### config.mk
export PLATFORM = sky130hd
export DESIGN_NAME = icache_refill_ctrl
export DESIGN_NICKNAME = d
export VERILOG_FILES = /design/src/rtl/icache_refill_ctrl.sv
export SDC_FILE = /design/constraint.sdc
export NUM_CORES = 1
export LEC_CHECK = 0
export BUFFER_PORTS_ARGS = -buffer_cell sky130_fd_sc_hd__buf_2
export CAP_MARGIN = 15
export CORE_ASPECT_RATIO = 0.7
export CORE_MARGIN = 4
export CORE_UTILIZATION = 57
export DETAILED_ROUTE_END_ITERATION = 6
export HOLD_SLACK_MARGIN = 0.1
export PLACE_DENSITY = 0.91
export SLEW_MARGIN = 5
export SYNTH_ARGS = -nofsm -noshare
export SYNTH_HDL_FRONTEND = slang
export SYNTH_SLANG_ARGS = --single-unit
### constraint.sdc
create_clock -name clk -period 11.9 [get_ports clk]
set_clock_uncertainty 0.05 [all_clocks]
set_input_delay 2.38 -clock clk [delete_from_list [all_inputs] [get_ports clk]]
set_output_delay 2.38 -clock clk [all_outputs]
set_load 0.05 [all_outputs]
### src/rtl/icache_refill_ctrl.sv
// icache_refill_ctrl: miss-path sequencer for the 4 KB direct-mapped I-cache.
// Issues word reads for missed slots and writes formatted 53-bit lines back.
//
// Ports:
//   clk, rst                   clock, async active-high reset
//   ce, flush                  chip enable, fetch redirect (both cancel work)
//   miss_valid, miss1, miss2   lookup result for the pair at pc / pc+4
//   pc                         lookup address (bit 0 = MSB, stored as [31:0])
//   stall                      hold fetch PC
//   mem_req, mem_addr          read request / word address
//   mem_ack, mem_data          request accepted / returned word
//   fill_we, fill_index,       one-cycle cache write of
//   fill_line                  {valid, tag, data}
//   timeout_err                sticky memory timeout flag
//   refill_cnt                 number of fills performed (wraps)
//
// Optional feature macro: ICACHE_REFILL_PREFETCH_EN adds a one-word
// sequential prefetch (PF_REQ) after each completed demand sequence.
// Address bit numbering: spec bit i (MSB=0) maps to vector bit 31-i.

module icache_refill_ctrl #(
    parameter int unsigned MAX_WAIT = 255
) (
    input  logic        clk,
    input  logic        rst,
    input  logic        ce,
    input  logic        miss_valid,
    input  logic        miss1,
    input  logic        miss2,
    input  logic [31:0] pc,
    input  logic        flush,
    output logic        stall,
    output logic        mem_req,
    output logic [31:0] mem_addr,
    input  logic        mem_ack,
    input  logic [31:0] mem_data,
    output logic        fill_we,
    output logic [9:0]  fill_index,
    output logic [52:0] fill_line,
    output logic        timeout_err,
    output logic [15:0] refill_cnt
);

    typedef enum logic [2:0] {
        IDLE,
        REQ1,
        REQ2,
        FILL,
        RETRY
`ifdef ICACHE_REFILL_PREFETCH_EN
        ,
        PF_REQ
`endif
    } state_t;

    localparam logic [15:0] WAIT_LAST = 16'(MAX_WAIT - 1);

    state_t      state;
    logic [31:0] addr2;
    logic        need2;
    logic        slot2;
    logic        cancel;
    logic [15:0] wait_cnt;
`ifdef ICACHE_REFILL_PREFETCH_EN
    logic [31:0] addr1;
    logic        need1;
    logic        pf;
    logic        pending;
`endif

    logic [31:0] miss_a1;
    logic [31:0] miss_a2;
    logic        start;
    logic        stop;
    logic        quit;
    logic        last_wait;
    logic        unused_pc_lo;

    assign miss_a1   = {pc[31:2], 2'b00};
    assign miss_a2   = miss_a1 + 32'd4;
    assign start     = miss_valid & (miss1 | miss2) & ce & ~flush;
    assign stop      = flush | ~ce;
    // cancel remembers a flush/ce drop seen earlier in the sequence
    assign quit      = cancel | stop;
    assign last_wait = (wait_cnt == WAIT_LAST);
    assign unused_pc_lo = &{1'b0, pc[1:0]};

    always_ff @(posedge clk or posedge rst) begin
        if (rst) begin
            state       <= IDLE;
            stall       <= 1'b0;
            mem_req     <= 1'b0;
            mem_addr    <= '0;
            fill_we     <= 1'b0;
            fill_index  <= '0;
            fill_line   <= '0;
            timeout_err <= 1'b0;
            refill_cnt  <= '0;
            addr2       <= '0;
            need2       <= 1'b0;
            slot2       <= 1'b0;
            cancel      <= 1'b0;
            wait_cnt    <= '0;
`ifdef ICACHE_REFILL_PREFETCH_EN
            addr1       <= '0;
            need1       <= 1'b0;
            pf          <= 1'b0;
            pending     <= 1'b0;
`endif
        end else begin
            fill_we <= 1'b0;
            unique case (state)
                IDLE: begin
                    if (start) begin
`ifdef ICACHE_REFILL_PREFETCH_EN
                        addr1 <= miss_a1;
                        need1 <= miss1;
`endif
                        addr2    <= miss_a2;
                        need2    <= miss2;
                        slot2    <= ~miss1;
                        cancel   <= 1'b0;
                        wait_cnt <= '0;
                        stall    <= 1'b1;
                        mem_req  <= 1'b1;
                        mem_addr <= miss1 ? miss_a1 : miss_a2;
                        state    <= miss1 ? REQ1 : REQ2;
                    end
                end

                REQ1, REQ2
`ifdef ICACHE_REFILL_PREFETCH_EN
                , PF_REQ
`endif
                : begin
                    if (stop) cancel <= 1'b1;
`ifdef ICACHE_REFILL_PREFETCH_EN
                    // a demand miss arriving under a prefetch waits its turn
                    if (state == PF_REQ) begin
                        if (stop) begin
                            pending <= 1'b0;
                        end else if (start && !pending && !cancel) begin
                            addr1   <= miss_a1;
                            addr2   <= miss_a2;
                            need1   <= miss1;
                            need2   <= miss2;
                            pending <= 1'b1;
                            stall   <= 1'b1;
                        end
                    end
`endif
                    if (mem_ack) begin
                        mem_req    <= 1'b0;
                        fill_we    <= 1'b1;
                        fill_index <= mem_addr[11:2];
                        fill_line  <= {1'b1, mem_addr[31:12], mem_data};
                        refill_cnt <= refill_cnt + 16'd1;
                        state      <= FILL;
                    end else if (last_wait) begin
                        mem_req     <= 1'b0;
                        timeout_err <= 1'b1;
                        cancel      <= 1'b1;
`ifdef ICACHE_REFILL_PREFETCH_EN
                        if (state == PF_REQ) begin
                            pending <= 1'b0;
                            pf      <= 1'b0;
                            stall   <= 1'b0;
                            state   <= IDLE;
                        end else
`endif
                        if (quit) begin
                            stall <= 1'b0;
                            state <= IDLE;
                        end else begin
                            state <= RETRY;
                        end
                    end else begin
                        wait_cnt <= wait_cnt + 16'd1;
                    end
                end

                FILL: begin
`ifdef ICACHE_REFILL_PREFETCH_EN
                    if (pf) begin
                        pf      <= 1'b0;
                        pending <= 1'b0;
                        if (pending && !quit) begin
                            cancel   <= 1'b0;
                            wait_cnt <= '0;
                            slot2    <= ~need1;
                            mem_req  <= 1'b1;
                            mem_addr <= need1 ? addr1 : addr2;
                            state    <= need1 ? REQ1 : REQ2;
                        end else begin
                            stall <= 1'b0;
                            state <= IDLE;
                        end
                    end else
`endif
                    if (!slot2 && need2 && !quit) begin
                        slot2    <= 1'b1;
                        wait_cnt <= '0;
                        mem_req  <= 1'b1;
                        mem_addr <= addr2;
                        state    <= REQ2;
                    end else if (quit) begin
                        stall <= 1'b0;
                        state <= IDLE;
                    end else begin
                        state <= RETRY;
                    end
                end

                RETRY: begin
                    stall <= 1'b0;
`ifdef ICACHE_REFILL_PREFETCH_EN
                    if (!quit) begin
                        pf       <= 1'b1;
                        pending  <= 1'b0;
                        wait_cnt <= '0;
                        mem_req  <= 1'b1;
                        mem_addr <= addr2 + 32'd4;
                        state    <= PF_REQ;
                    end else begin
                        state <= IDLE;
                    end
`else
                    state <= IDLE;
`endif
                end

                default: state <= IDLE;
            endcase
        end
    end

endmodule

==> qor.csv <==
stage,metric,value,unit
power_and_ir_drop,pwr dens,290,mW/mm^2
die,die area,0.0162,mm^2
worst_setup_path,critical path's largest stage delay,860,ps
synth,most common cell in the netlist,nand2_1,
sta,Final min period,5040,ps
placement,Detailed Place HPWL,15600,um
sta,Final period util,0.423,
clocking,CTS clock-pin slew for the worst setup and hold paths,70,ps
die,io pins,187,
finish,final net count,1150,
clocking,H-tree level count,4,
worst_setup_path,worst setup path class,in -> reg,
placement,Placed Instances,1244,
worst_setup_path,"Cell Chain, Critical Path",buf_2 > o21ai_1 > or4_4 > a21oi_2 > buf_4 > nand3_1 > o32a_1,
worst_setup_path,critical path's slowest cell,a21oi_2,
placement,# port buffers,182,
clocking,clk_lat worst skew,420,ps
global_routing,first-pass GRT wire length,35100,um
routing,Routed Antenna Nets,0,
clocking,CTS root buffer,clkbuf_16,
power_and_ir_drop,leakage power,4.72,nW
synth,Synth Area per Inst,8.75,um^2
die,row count,36,
die,Die W,150,um
worst_setup_path,Worst Path Required,12150,ps
placement,GPL Wtd Cong,0.890,
sta,Setup-failing EPs final,0,
sta,unrepaired setup endpoints after global routing,false,
sta,hold violation count in the final report,0,
sta,max_slew headroom,0.262,
routing,wire length per cell,17.3,um
finish,Post-Layout Cell Count,1278,
synth,Post-Synthesis Cells,923,
die,total core area,0.0139,mm^2
synth,Synth top cells by count,"nand2_1, dfrtp_1, nor2_1",
outcome,status,"complete, but fails checks",
clocking,Hold Buf Count CTS,0,
routing,DR DRC count,1,
synth,Post-Syn Area,0.00808,mm^2
global_routing,pin count of the biggest net entering global routing,108,
outcome,failing checks,DRC,
clocking,Post-CTS Resized,0,
routing,drt initial violations,741,
synth,dominant synthesized flop cell,dfrtp_1,
synth,cell taking the most area after synthesis,dfrtp_1,
worst_setup_path,Startpoint Class,primary input,
sta,Setup TNS,0,ps
worst_setup_path,WP data arrival,5290,ps
routing,routed vias,7374,
placement,pre-CTS setup slack,6520,ps
flow_run,Max-Cap Viols,0,
finish,area grow syn2layout,19.5,%
sta,setup ws final,6860,ps
die,Initial Utilization,0.580,
die,DIE HEIGHT,108,um
global_routing,vias in the first global route,6777,
routing,routed vias/inst,5.77,
clocking,Num CTS Buffers,17,
clocking,clock buffer depth,2,
clocking,Post-CTS Setup Repair Bufs,0,
power_and_ir_drop,peak supply drop,144,uV
routing,"wirelength, routed",22100,um
sta,worst slew pin tran,1110,ps
synth,flop and latch count out of synthesis,165,
worst_setup_path,Crit Path Max Fanout,33,
synth,Yosys top cell area share,0.511,
clocking,TritonCTS clock tree,done,
sta,max-slew violations,0,
routing,TritonRoute pass-1 iters,7,
global_routing,antenna violations before repair,1,
synth,Synth Warn #,0,
synth,Cell variety after synth,61,
synth,sequential area share after synthesis,0.511,
worst_setup_path,Crit. End Element,register,
sta,Fmax,0.199,GHz
global_routing,total grt overflow,0,
clocking,# clock sinks,165,
synth,"Async S/R FF share, synth",1.00,
global_routing,Global Route Usage Sum,0.275,
synth,Post-synth EDFFs,0,
hold_path,min-delay worst type,reg -> reg,
sta,hold slack,420,ps
finish,layout cell share with drive strength beyond 1,0.217,
synth,"top cells by area, synth","dfrtp_1, nand2_1, o21ai_0",
[where the power goes]
part | total (W) | switching [W] | internal (W)
logic | 0.00130 | 0.00100 | 0.000302
registers | 0.000950 | 0.000165 | 0.000785
clock network | 0.000544 | 0.000256 | 0.000287
total | 0.00280 | 0.00142 | 0.00137
[cells by family (layout without fill, tap and decap cells)]
family | count (synthesis) | in the layout | synth area share
and+or+nand+nor | 463 | 463 | 0.259
other | 1 | 3 | 0.000464
muxes | 7 | 7 | 0.00898
buffers and inverters | 70 | 233 | 0.0373
DFF | 165 | 165 | 0.511
adders and majority gates | 4 | 4 | 0.00620
xor gates and xnor gates | 53 | 53 | 0.0575
AOI/OAI and AO/OA | 160 | 160 | 0.120
[state kept, by name, indices dropped and copies added (netlist names)]
name,flops
mem_req,1
slot2,1
refill_cnt,16
stall,1
mem_addr,30
fill_index,10
fill_line,53
fill_we,1
wait_cnt,16
state,3
timeout_err,1
need2,1
cancel,1
addr2,30
[cell type report]
type                    count  area (um^2)
diodes                      1         2.50
clock buffers              18          439
clock inverters            14          151
fillers                  1056         4260
inverters                  10         42.5
multi-input cells         689         3660
flip-flops and latches    165         4130
well taps                 190          238
repair buffers            191          991
[path summary, 6_finish.rpt]
path | from | end | slack, ps | cells after the start
worst max register to register | cancel | mem_addr[24] | 8650 | 6
worst min-delay path | fill_line[52] | fill_line[52] | 420 | 1
max in group asynchronous | rst | addr2[3] | 8390 | 3
worst max-delay path | miss1 | mem_addr[24] | 6860 | 7
worst min register to register | fill_line[52] | fill_line[52] | 420 | 1
min in group asynchronous | rst | fill_line[9] | 2090 | 2
[metrics by stage]
stage                     total power, W   util  instance area, um^2
after floorplan                  0.00190      -                 8080
after detailed placement         0.00224  0.650                 9040
after CTS                        0.00279  0.692                 9630
after global routing             0.00295  0.694                 9650
final                            0.00280  0.694                 9660
after global placement           0.00221  0.650                 9040
[critical path, delay by kind of cell]
| family | cells | cell delay (ps) |
|---|---|---|
| AOI/OAI and AO/OA | 3 | 1380 |
| buffers and inverters | 2 | 890 |
| and+or+nand+nor | 2 | 630 |
[layer usage]
layer	track usage	wire (um)	vias to the layer above
li1	-	-	3461
met1	0.400	9900	3524
met2	0.421	9880	356
met3	0.0648	2000	31
met4	0.0620	320	2
met5	0	12	-
[placed cells by master (no fill, tap or decap), drive strengths merged, types with 8 or more instances in the layout]
master | netlist | layout
nand2 | 254 | 254
buf | 22 | 191
dfrtp | 165 | 165
nor2 | 69 | 69
o21ai | 61 | 61
a21oi | 47 | 47
xnor2 | 31 | 31
nand3 | 28 | 28
nand4 | 22 | 22
xor2 | 22 | 22
inv | 10 | 19
clkbuf | 38 | 18
nor4 | 17 | 17
nor3 | 16 | 16
and3 | 15 | 15
o31a | 9 | 9
a31oi | 8 | 8
and4 | 8 | 8
o31ai | 8 | 8
or4 | 8 | 8
Note: power is estimated with default switching activity, not from simulation.
